`config.mk`:
```
export PLATFORM = sky130hd
export DESIGN_NAME = fm0_viterbi_stream_decoder
export DESIGN_NICKNAME = d
export VERILOG_FILES = /design/src/rtl/fm0_viterbi_pkg.sv /design/src/rtl/fm0_acs_norm.sv /design/src/rtl/fm0_viterbi_stream_decoder.sv
export SDC_FILE = /design/constraint.sdc
export NUM_CORES = 1
export LEC_CHECK = 0
export ABC_AREA = 1
export CAP_MARGIN = 20
export CORE_MARGIN = 1
export CORE_UTILIZATION = 55
export CTS_BUF_LIST = sky130_fd_sc_hd__clkbuf_8 sky130_fd_sc_hd__clkbuf_16
export DETAILED_ROUTE_END_ITERATION = 10
export PLACE_DENSITY = 0.81
export SYNTH_ARGS = -nofsm -noshare
export SYNTH_HDL_FRONTEND = slang
export SYNTH_SLANG_ARGS = --single-unit
```
`constraint.sdc`:
```
create_clock -name clk -period 19.7 [get_ports clk]
set_clock_uncertainty 0.15 [all_clocks]
set_input_delay 2.955 -clock clk [delete_from_list [all_inputs] [get_ports clk]]
set_output_delay 2.955 -clock clk [all_outputs]
set_load 0.01 [all_outputs]
```
`src/rtl/fm0_viterbi_pkg.sv`:
```
// Shared encodings for the FM0 soft-decision Viterbi decoder: symbol/state
// indices, trellis predecessor table, per-state data bit and FSM states.
package fm0_viterbi_pkg;

    localparam logic [1:0] S0 = 2'd0;  // (+,+) data 1
    localparam logic [1:0] S1 = 2'd1;  // (+,-) data 0
    localparam logic [1:0] S2 = 2'd2;  // (-,+) data 0
    localparam logic [1:0] S3 = 2'd3;  // (-,-) data 1

    // A symbol must start at the inverse of the previous end level, so states
    // starting high follow {S1,S3} and states starting low follow {S0,S2}.
    localparam logic [3:0][1:0] PRED_LO = {S0, S0, S1, S1};
    localparam logic [3:0][1:0] PRED_HI = {S2, S2, S3, S3};

    localparam logic [3:0] STATE_BIT = 4'b1001;

    typedef enum logic [1:0] {
        IDLE  = 2'd0,
        RUN   = 2'd1,
        FLUSH = 2'd2
    } fsm_state_t;

endpackage

```
`src/rtl/fm0_acs_norm.sv`:
```
// Combinational four-state add-compare-select with max search and
// saturating normalisation so the surviving best metric is always zero.
module fm0_acs_norm
    import fm0_viterbi_pkg::*;
#(
    parameter int CORR_WIDTH   = 8,
    parameter int METRIC_WIDTH = CORR_WIDTH + 3
) (
    input  logic [4*CORR_WIDTH-1:0]        corr,
    input  logic [3:0][METRIC_WIDTH-1:0]   metric,
    output logic [3:0][METRIC_WIDTH-1:0]   metric_new,
    output logic [3:0]                     dec,
    output logic [1:0]                     best
);

    localparam int SW = METRIC_WIDTH + 1;
    localparam logic signed [SW-1:0] SAT_MIN = {2'b11, {(METRIC_WIDTH-1){1'b0}}};

    logic signed [SW-1:0] sel [4];
    logic signed [SW-1:0] max_val;

    for (genvar s = 0; s < 4; s++) begin : g_acs
        logic [CORR_WIDTH-1:0]   c;
        logic [METRIC_WIDTH-1:0] m_lo;
        logic [METRIC_WIDTH-1:0] m_hi;
        logic signed [SW-1:0]    corr_ext;
        logic signed [SW-1:0]    cand_lo;
        logic signed [SW-1:0]    cand_hi;
        logic signed [SW-1:0]    diff;

        assign c        = corr[s*CORR_WIDTH +: CORR_WIDTH];
        assign m_lo     = metric[PRED_LO[s]];
        assign m_hi     = metric[PRED_HI[s]];
        assign corr_ext = {{(SW-CORR_WIDTH){c[CORR_WIDTH-1]}}, c};
        assign cand_lo  = {m_lo[METRIC_WIDTH-1], m_lo} + corr_ext;
        assign cand_hi  = {m_hi[METRIC_WIDTH-1], m_hi} + corr_ext;

        // Strict compare: a tie keeps the lower-index predecessor.
        assign dec[s]   = cand_hi > cand_lo;
        assign sel[s]   = dec[s] ? cand_hi : cand_lo;
        assign diff     = sel[s] - max_val;
        assign metric_new[s] = (diff < SAT_MIN) ? SAT_MIN[METRIC_WIDTH-1:0]
                                                : diff[METRIC_WIDTH-1:0];
    end

    always_comb begin
        max_val = sel[0];
        if (sel[1] > max_val) max_val = sel[1];
        if (sel[2] > max_val) max_val = sel[2];
        if (sel[3] > max_val) max_val = sel[3];
    end

    // Descending scan so the lowest index holding the maximum wins.
    always_comb begin
        best = 2'd3;
        if (sel[2] == max_val) best = 2'd2;
        if (sel[1] == max_val) best = 2'd1;
        if (sel[0] == max_val) best = 2'd0;
    end

endmodule

```
`src/rtl/fm0_viterbi_stream_decoder.sv`:
```
// Streaming FM0 Viterbi decoder: metric registers, register-exchange survivors,
// symbol counter, IDLE/RUN/FLUSH control and registered bit output.
module fm0_viterbi_stream_decoder
    import fm0_viterbi_pkg::*;
#(
    parameter int CORR_WIDTH      = 8,
    parameter int TRACEBACK_DEPTH = 16,
    parameter int METRIC_WIDTH    = CORR_WIDTH + 3
) (
    input  logic                    clk,
    input  logic                    rst,
    input  logic [4*CORR_WIDTH-1:0] corr_dat,
    input  logic                    corr_vld,
    input  logic                    corr_sof,
    input  logic                    corr_last,
    output logic                    corr_rdy,
    output logic                    out_dat,
    output logic                    out_vld,
    output logic                    out_last
);

    localparam int D  = TRACEBACK_DEPTH;
    localparam int KW = $clog2(D + 1);
    localparam logic [KW-1:0] K_MAX     = KW'(D);
    localparam logic [KW-1:0] FLUSH_MAX = KW'(D - 1);

    fsm_state_t state;
    fsm_state_t state_next;

    logic [3:0][METRIC_WIDTH-1:0] metric;
    logic [3:0][METRIC_WIDTH-1:0] acs_in;
    logic [3:0][METRIC_WIDTH-1:0] metric_new;
    logic [3:0][D-1:0]            path;
    logic [3:0][D-1:0]            path_new;
    logic [3:0]                   dec;
    logic [1:0]                   best;
    logic [KW-1:0]                k;
    logic [KW-1:0]                k_new;
    logic [KW-1:0]                flush_len;
    logic [KW-1:0]                flush_cnt;
    logic [D-1:0]                 flush_path;
    logic                         accept;
    logic                         take;
    logic                         emit_vld;
    logic                         emit_dat;
    logic                         emit_last;

    assign accept = corr_vld && corr_rdy;
    assign take   = accept && (corr_sof || state == RUN);

    // A start-of-frame symbol decodes from a clean slate of zero metrics.
    assign acs_in    = corr_sof ? '0 : metric;
    assign k_new     = corr_sof ? KW'(1) : ((k == K_MAX) ? K_MAX : k + 1'b1);
    assign flush_len = (k_new == K_MAX) ? FLUSH_MAX : k_new;

    fm0_acs_norm #(
        .CORR_WIDTH   (CORR_WIDTH),
        .METRIC_WIDTH (METRIC_WIDTH)
    ) u_acs (
        .corr       (corr_dat),
        .metric     (acs_in),
        .metric_new (metric_new),
        .dec        (dec),
        .best       (best)
    );

    for (genvar s = 0; s < 4; s++) begin : g_surv
        logic [1:0] pred;
        assign pred        = dec[s] ? PRED_HI[s] : PRED_LO[s];
        assign path_new[s] = {path[pred][D-2:0], STATE_BIT[s]};
    end

    always_ff @(posedge clk or posedge rst) begin
        if (rst) state <= IDLE;
        else     state <= state_next;
    end

    always_comb begin
        state_next = state;
        case (state)
            IDLE:    if (accept && corr_sof) state_next = corr_last ? FLUSH : RUN;
            RUN:     if (accept && corr_last) state_next = FLUSH;
            FLUSH:   if (flush_cnt == KW'(1)) state_next = IDLE;
            default: state_next = IDLE;
        endcase
    end

    // The oldest survivor bit leaves once the window is full; the flush
    // register is pre-aligned so its MSB is always the next bit to emit.
    always_comb begin
        corr_rdy  = (state != FLUSH);
        emit_vld  = 1'b0;
        emit_dat  = 1'b0;
        emit_last = 1'b0;
        case (state)
            IDLE, RUN: begin
                if (take && k_new == K_MAX) begin
                    emit_vld = 1'b1;
                    emit_dat = path_new[best][D-1];
                end
            end
            FLUSH: begin
                emit_vld  = 1'b1;
                emit_dat  = flush_path[D-1];
                emit_last = (flush_cnt == KW'(1));
            end
            default: ;
        endcase
    end

    always_ff @(posedge clk or posedge rst) begin
        if (rst) begin
            metric     <= '0;
            path       <= '0;
            k          <= '0;
            flush_path <= '0;
            flush_cnt  <= '0;
            out_dat    <= 1'b0;
            out_vld    <= 1'b0;
            out_last   <= 1'b0;
        end else begin
            out_vld  <= emit_vld;
            out_dat  <= emit_dat;
            out_last <= emit_last;
            if (take) begin
                metric <= metric_new;
                path   <= path_new;
                k      <= k_new;
                if (corr_last) begin
                    flush_path <= path_new[best] << (K_MAX - flush_len);
                    flush_cnt  <= flush_len;
                end
            end else if (state == FLUSH) begin
                flush_path <= flush_path << 1;
                flush_cnt  <= flush_cnt - 1'b1;
            end
        end
    end

endmodule

```
; ---- Yosys cells after proc, flatten, opt, wreduce, memory -nomap -nowiden
; Index checks and enable logic that the tools add are counted.
[word_totals]
register_bits = 137
inputBits = 37
[classes]
add_sub_neg = 15
n_lt_le_gt_ge = 16
eq_ne = 13
shifts = 1
mux = 48
reduce_logical = 11
[ops]
columns = cell, n
row1 = 16-bit binary-select mux with 2-bit select, 5
row2 = 11-bit by 8-bit adder with 12-bit output, 8
row3 = 12-bit greater-than comparator, 7
row4 = 12-bit 2-to-1 mux, 7
row5 = 16-bit 2-to-1 mux, 4
row6 = 15-bit 2-to-1 mux, 4
row7 = 12-bit by 11-bit < comparator with 1-bit output (second input constant), 4
row8 = 12-bit subtractor, 4
row9 = 11-bit 2-to-1 mux, 4
row10 = 44-bit 2-to-1 mux, 1
row11 = 12-bit equality test, 3
row12 = 5-bit 2-to-1 mux, 6
row13 = 2-bit 2-to-1 mux, 10
row14 = 16-bit by 5-bit left shift with 16-bit output, 1
row15 = 2-bit by 3-bit < comparator with 1-bit output (second input constant), 5
row16 = 5-bit equality test (second input constant), 2
row17 = 2-bit != test (second input constant), 4
row18 = 2-bit one-hot mux with 3 select lines, 1
row19 = 5-bit by 1-bit adder with 5-bit output (second input constant), 1
row20 = 5-bit by 1-bit equality test with 1-bit output (second input constant), 1
row21 = 1-bit logical AND, 5
row22 = 5-bit by 1-bit subtractor with 5-bit output (second input constant), 1
row23 = 5-bit subtractor (first input constant), 1
row24 = 1-bit 2-to-1 mux, 4
row25 = 10 further kinds, 11

; ---- Logic depth before layout (Yosys ltp)
; Gate-level depths: netlist of the first run.
[depth]
depth_word = 19
mapped_depth = 94

; ---- Cells and area by module
; Synthesis of the first run repeated with hierarchy kept, for this count alone.
[hier_totals]
cells_unflattened = 2690
hier_area_um2 = 17366.7
[by_module_without_submodules]
columns = mod, instances, cells_per_inst, area_per_inst_um2, seq_area_each_um2
row1 = fm0_acs_norm, 1, 1643, 9960.8, 0.0
row2 = fm0_viterbi_stream_decoder, 1, 1047, 7405.9, 3303.2

; ---- Least setup slack after synthesis of the first run
; Ideal clock, no wire load.
[synth_path]
path_kind = input-to-reg
start = input corr_sof
end = register metric[23] (netlist name)
arrival_time_ps = 14764
required_ps = 19420
path_slack_ps = 4656
stages = 81
n_path_buf = 11
cell_sequence = buf_6 clkbuf_1 clkbuf_1 nor2_1 ha_1 nand2_1 nand2_1 a21oi_1 o21ai_0 nand3_1 or2_2 a32oi_1 ha_1 or2_2 nand2_4 clkbuf_1 clkbuf_1 clkbuf_1 [45 not listed] nor2_1 nor2_1 nor2_1 nor2_1 o21a_1 nor2_1 nor2_1 nor2_1 nor2_1 o21ai_0 nand2_1 a21oi_1 xor2_1 inv_1 nor2_1 inv_1 nand3_1 o21ai_0
[synth_via]
elab_chain_len = 13
elab_cells_between_ends = 28
classes_between = 9 x add/sub / 8 x order compare / 9 x mux / 2 x reduce/logical
[synth_rtl]
columns = element, line
row1 = from (decl), fm0_viterbi_stream_decoder.sv:14  ; input logic corr_sof,
row2 = 44-bit 2-to-1 mux, fm0_viterbi_stream_decoder.sv:52  ; assign acs_in = corr_sof ? '0 : metric;
row3 = 11-bit by 8-bit adder with 12-bit output (on tied branches), "fm0_acs_norm.sv:36, fm0_acs_norm.sv:35"
row4 = 12-bit greater-than comparator, fm0_acs_norm.sv:39  ; assign dec[s] = cand_hi > cand_lo;
row5 = 12-bit 2-to-1 mux, fm0_acs_norm.sv:40  ; assign sel[s] = dec[s] ? cand_hi : cand_lo;
row6 = 12-bit greater-than comparator, fm0_acs_norm.sv:48  ; if (sel[1] > max_val) max_val = sel[1];
row7 = 12-bit 2-to-1 mux, fm0_acs_norm.sv:48
row8 = 12-bit greater-than comparator, fm0_acs_norm.sv:49  ; if (sel[2] > max_val) max_val = sel[2];
row9 = 12-bit 2-to-1 mux, fm0_acs_norm.sv:49
row10 = 12-bit greater-than comparator, fm0_acs_norm.sv:50  ; if (sel[3] > max_val) max_val = sel[3];
row11 = 12-bit 2-to-1 mux, fm0_acs_norm.sv:50
row12 = 12-bit subtractor, fm0_acs_norm.sv:41  ; assign diff = sel[s] - max_val;
row13 = 12-bit by 11-bit < comparator with 1-bit output, fm0_acs_norm.sv:42  ; assign metric_new[s] = (diff < SAT_MIN) ? SAT_MIN[METRIC_WIDTH-1:0]
row14 = 11-bit 2-to-1 mux, fm0_acs_norm.sv:42
row15 = to (signal assigned), fm0_viterbi_stream_decoder.sv:126  ; metric <= metric_new;
row16 = to (decl), fm0_viterbi_stream_decoder.sv:30  ; logic [3:0][METRIC_WIDTH-1:0] metric;
; Several ways; a longest one is shown, not always the timed one.
; A chain may end at the register's enable or synchronous reset.

; ---- Worst setup path after layout of the first run
; Same ends and word-level chain as after synthesis.

==> results.md, run 1 <==
* Status: finished clean
* Crit Path Max Fanout at 44
* Area leader, netlist: dfrtp_1
* Rows at 61
* Post-layout util at 60.9%
* Ys async rst share at 100%
* Die Height at 172 um
* Core ar. at 0.0281 mm2
* Synthesized flop and latch total at ~130
* DR iter-0 viols at 1510
* Largest net degree at the start of global routing at 85
* Synth top area cells: dfrtp_1, ha_1, nand2_1
* CP Launch Point: corr_sof
* Syn Inst Count at 2434
* Register area share after synthesis at 20.9%
* Clock Path Buffers at 2
* Tot GR Track Use at between 30% and 40%
* Syn-to-layout area delta at 7.95%
* CP most frequent cell: nor2_1
* Width of the die at 172 um
* CTS Buf Count at 17
* Starting density of the core at between 50 and 60%
* Skew-Pair Late Insertion Delay at approximately 0.44 ns
* Antenna violations before repair at 1
* Max stage delay cell, worst path: o21ai_0
* Max Cap Viol at 0
* CP Launch Type: primary input
* Yosys top cell area share at 20.9%
* Post-synth top flop: dfrtp_1
* Hold Crit Start: path[59]
* # DRC at 0
* Tmin final at 17.10 ns
* Clk sinks at around 130
* Layout cell share with drive strength beyond 1 at 4.66%
* Port Buf Inserts at 40
* Slew at the pin closest to its max-slew limit at 1.05 ns
* Reg2reg start: metric[16]
* Fillers at 2661
* GP Congestion at roughly 0.99
* H-tree Lvls at 4
* Vias in the first global route at 15225
* EDFF count, synth at 0
* Syn_area_per_cell at around 6.5 um2
* Mapped cell area at 0.0158 mm2
* Overflow after GRT at 0
* Crit path DAT at 17.23 ns
* Nets at 2683
* Post-DP HPWL at 37400 um
* Worst setup EP type: flip-flop
* Ant. Diodes at 0
* Unrepaired setup endpoints after global routing: no
* Final Hold Fails at 0
* Fmax at 58.5 MHz
* CTS tree: done
* Post-CTS Setup Repair Bufs at 0
* Slew Limit Fails at 0
* First-pass iteration count of the detailed router at 8
* Vias per Instance at ~5.8
* Placement Setup Slack at 2.58 ns
* Slew margin rel. at 29.7%
* Top Ports at 41
* Critical Path RT at 19.83 ns
* Crit path kind: primary input to flip-flop
* Hold crit path type: flip-flop to flip-flop
* CTS Hold Bufs at 0
* Distinct cells, synth at 55
* Fin crit share at 86.8%
* Setup TNS at 0 ns
* Post_cts resized at 0
* Delay of the slowest critical-path stage at between 0.7 and 0.8 ns
* Syn_nets at 2682
* Post-route setup slack at 2.60 ns
* Final WL at 47100 um
* Root buf cell: clkbuf_16
* Final Setup Violations at 0
* Ys Warns at 0
* Clock Pin Slew Worst Setup and Hold Paths at 0.07 ns
* DR WL/cell at 16.7 um
* First-pass GRT wire length at 75300 um
* Die Area at 0.0295 mm2
* Via count at ~16000
* Post-route ant nets at 0
==> per-stage QoR <==
| step | instance area (um2) | hold WS, ns | cells |
|---|---|---|---|
| final | 17100 | 0.341 | 2826 |
| after global routing | 17100 | 0.369 | 2826 |
| after floorplan | 15800 | 0.300 | 2434 |
| after global placement | 16500 | 0.320 | 2794 |
| after detailed placement | 16500 | 0.328 | 2794 |
| after CTS | 17100 | 0.343 | 2826 |
==> layout make-up <==
cell class / count / area [um2] / share of cell area [%]
multi-input combinational: 1893 / 10900 / 64.0
sequential: 132 / 3300 / 19.3
inverter: 339 / 1280 / 7.52
timing repair buffer: 52 / 485 / 2.84
tap: 378 / 473 / 2.77
clock buffer: 17 / 425 / 2.49
clock inverter: 15 / 181 / 1.06
==> final timing paths <==
kind,depth (start not counted),to,slack (ns)
worst max-delay path,76,metric[23],2.60
worst min-delay path,2,path[59],0.34
worst max register to register,76,metric[23],5.60
worst min register to register,2,path[59],0.34
max in group asynchronous,3,metric[9],15.29
min in group asynchronous,2,flush_cnt[0],2.88
==> registers in the layout (all words and copies together) (netlist names) <==
register,count
out_vld,1
k,5
flush_cnt,5
metric,44
out_dat,1
path,57
flush_path,16
state,2
out_last,1
==> kinds of logic (layout without fill, tap and decap cells) <==
group	Yosys count	after routing	share of synthesized area, %
compound gates	499	499	17.5
xor+xnor	85	85	4.70
fa+ha+maj	211	211	17.0
buf+inv	409	423	10.1
flops	132	132	20.9
simple gates	1098	1098	29.8
==> placed cells by master (no fill, tap or decap), drive strengths merged, types with 33 or more instances in the layout <==
master,n
nand2,649
nand3,192
inv,345
clkdlybuf4s50,39
nand4,37
dfrtp,132
nor2,179
xor2,52
o21ai,263
xnor2,33
ha,203
a21oi,129
==> critical path: cells and delay by family <==
kind	cells	cell delay [ns]
adder cells (fa/ha/maj)	6	2.19
AND/OR/NAND/NOR	41	5.08
AO/OA/AOI/OAI	15	3.96
XOR/XNOR	2	0.46
buffers and inverters	12	2.52
==> synth_stat cells, types with 3 or more instances <==
cell type	count
nand2_1	628
inv_1	330
o21ai_0	250
ha_1	203
nand3_1	178
nor2_1	170
dfrtp_1	132
a21oi_1	128
clkbuf_1	52
xor2_1	52
nand4_1	36
xnor2_1	33
nor3_1	22
o22ai_1	22
nand2_2	19
nand3_2	14
o21bai_1	13
o21ai_1	12
o211ai_1	10
o21a_1	10
or2_2	10
a211oi_1	9
o31ai_1	9
fa_1	8
a22oi_1	7
nor2_2	7
o32ai_1	6
a31oi_1	5
buf_1	5
buf_2	5
buf_6	5
o221ai_1	5
clkinv_1	4
inv_2	4
a21o_1	3
a31o_2	3
nor3b_1	3
==> metal layers <==
layer	GRT usage, %	share of wire (%)	vias up
met2	54.2	46	578
met5	0	0.028	-
met3	3.22	6.2	95
met4	13.0	3.2	2
met1	43.3	45	7522
li1	-	-	8071
Power of run 1 is left out: the tool's default activity adds up to more than one toggle a clock period on the data nets, which glitch-free logic cannot reach.
==> run 2: changes to the inputs <==
--- a/config.mk
+++ b/config.mk
@@ -8,10 +8,10 @@
 export ABC_AREA = 1
 export CAP_MARGIN = 20
 export CORE_MARGIN = 1
-export CORE_UTILIZATION = 55
+export CORE_UTILIZATION = 60
 export CTS_BUF_LIST = sky130_fd_sc_hd__clkbuf_8 sky130_fd_sc_hd__clkbuf_16
 export DETAILED_ROUTE_END_ITERATION = 10
-export PLACE_DENSITY = 0.81
+export PLACE_DENSITY = 0.87
 export SYNTH_ARGS = -nofsm -noshare
 export SYNTH_HDL_FRONTEND = slang
 export SYNTH_SLANG_ARGS = --single-unit
==> results.md, run 2 (same netlist as run 1, synthesis figures left out) <==
* Status: finished clean
* Slew margin rel. at 28.3% (-1.5 points)
* Port Buf Inserts at 40 (unchanged)
* DR WL/cell at 17.3 um (+4.1%)
* Worst hold path depth at 2 (unchanged)
* Hold crit path type: flip-flop to flip-flop
* Largest net degree at the start of global routing at 85 (unchanged)
* Leading cell type in the layout, fill and taps excluded: nand2_1
* Clock Path Buffers at 2 (unchanged)
* Non-Filler Instances at 2782 (-1.6%)
* Antenna violations before repair at 0 (-1)
* Slew Limit Fails at 0 (unchanged)
* Skew-Pair Late Insertion Delay at 0.44 ns (about the same)
* Worst setup EP type: flip-flop
* Fin crit share at 87.0% (+0.23 points)
* Dpl cells at 2749 (-1.6%)
* Largest regs: path x57, metric x44, flush_path x16
* Die Area at 0.0271 mm2 (-8.2%)
* Tot GR Track Use at 36.0% (+3.4 points)
* Final WL at 48300 um (+2.5%)
* Fmax at 58.3 MHz (-0.27%)
* Vias in the first global route at 15293 (+0.45%)
* Fillers at 2334 (-12%)
* CP Launch Type: primary input
* Delay of the slowest critical-path stage at 0.84 ns (+0.06 ns)
* H-tree Lvls at 4 (unchanged)
* Unrepaired setup endpoints after global routing: no
* Critical Path RT at 19.83 ns (about the same)
* Commonest cells after routing, fill and taps aside: nand2_1, inv_1, o21ai_0, ha_1, nand3_1
* Max reg flops at 57 (unchanged)
* First-pass iteration count of the detailed router at 6 (-2)
* Root buf cell: clkbuf_16
* Hold_ws at 0.338 ns (-0.00259 ns)
* Via count at 16581 (+1.9%)
* CTS tree: done
* Vias per Instance at 5.96 (+3.5%)
* DR iter-0 viols at 1792 (+19%)
* Max stage delay cell, worst path: o21ai_0
* Ant. Diodes at 0 (unchanged)
* Die Height at 164 um (-4.2%)
* Post-DP HPWL at 37800 um (+0.91%)
* Post-CTS Setup Repair Bufs at 0 (unchanged)
* Post_cts resized at 0 (unchanged)
* Nets at 2682 (-0.037%)
* Crit path DAT at 17.27 ns (+0.04 ns)
* Hold Crit Start: path[45]
* Reg2reg start: metric[16]
* Clock Pin Slew Worst Setup and Hold Paths at 0.07 ns (about the same)
* Top reg by flops: path
* Crit Path Max Fanout at 44 (unchanged)
* Syn-to-layout area delta at 7.68%
* # DRC at 0 (unchanged)
* First-pass GRT wire length at 76400 um (+1.4%)
* Setup TNS at 0 ns (unchanged)
* Crit path kind: primary input to flip-flop
* Tmin final at 17.14 ns (+0.0457 ns)
* Post-layout util at 65.6% (+4.8 points)
* R2r endpoint: metric[35]
* CP most frequent cell: nor2_1
* Worst reg2reg path depth at 73 (-3.9%)
* Core ar. at 0.0260 mm2 (-7.5%)
* Rows at 59 (-3.3%)
* Final Hold Fails at 0 (unchanged)
* Final Setup Violations at 0 (unchanged)
* Clk sinks at 132 (unchanged)
* Min-Delay Endpoint: path[45]
* CTS Hold Bufs at 0 (unchanged)
* Max Cap Viol at 0 (unchanged)
* Layout cell share with drive strength beyond 1 at 4.62% (-0.039 points)
* Width of the die at 164 um (-4.2%)
* Starting density of the core at 60.9% (+4.6 points)
* Top Ports at 41 (unchanged)
* GP Congestion at 0.979 (-1.3%)
* CTS Buf Count at 17 (unchanged)
* Post-route ant nets at 0 (unchanged)
* Worst reg2reg setup slack at 5.48 ns (-0.12 ns)
* Overflow after GRT at 0 (unchanged)
* Slew at the pin closest to its max-slew limit at 1.06 ns (+0.0131 ns)
[run 2: worst max-delay path, delay by kind of cell]
| family | cells | cell delay (ns) |
|---|---|---|
| AO/OA/AOI/OAI | 14 | 3.95 |
| AND/OR/NAND/NOR | 38 | 4.94 |
| buffers and inverters | 12 | 2.50 |
| XOR/XNOR | 2 | 0.39 |
| adder cells (fa/ha/maj) | 7 | 2.49 |
[run 2: stage by stage]
step | setup WS [ns] | area [um2]
after global routing | 1.30 | 17100
after detailed placement | 2.64 | 16400
after CTS | 2.94 | 17000
after global placement | 2.99 | 16400
after floorplan | 4.66 | 15800
final | 2.56 | 17100
[run 2: cell type report]
class / instances / area, um2 / area share (%)
multi-input cells: 1893 / 10900 / 64.2
inverters: 339 / 1280 / 7.53
clock inverters: 15 / 180 / 1.06
repair buffers: 51 / 498 / 2.92
clock buffers: 17 / 425 / 2.49
flip-flops and latches: 132 / 3300 / 19.4
well taps: 335 / 419 / 2.46
[run 2: how the worst max path moves through the flow]
stage            endpoint     start
3_3_place_gp   metric[35]  corr_sof
5_1_grt        metric[35]  corr_sof
3_5_place_dp   metric[35]  corr_sof
4_1_cts        metric[35]  corr_sof
6_report       metric[35]  corr_sof
2_1_floorplan  metric[23]  corr_sof
[run 2: layer usage]
| layer | track usage, % | up-vias | wire, um |
|---|---|---|---|
| li1 | - | 8064 | - |
| met1 | 46.7 | 7678 | 20600 |
| met2 | 60.4 | 725 | 22400 |
| met3 | 4.67 | 114 | 3540 |
| met4 | 14.5 | 0 | 1660 |
| met5 | 0 | - | 0 |
Power of run 2 is left out for the same reason.
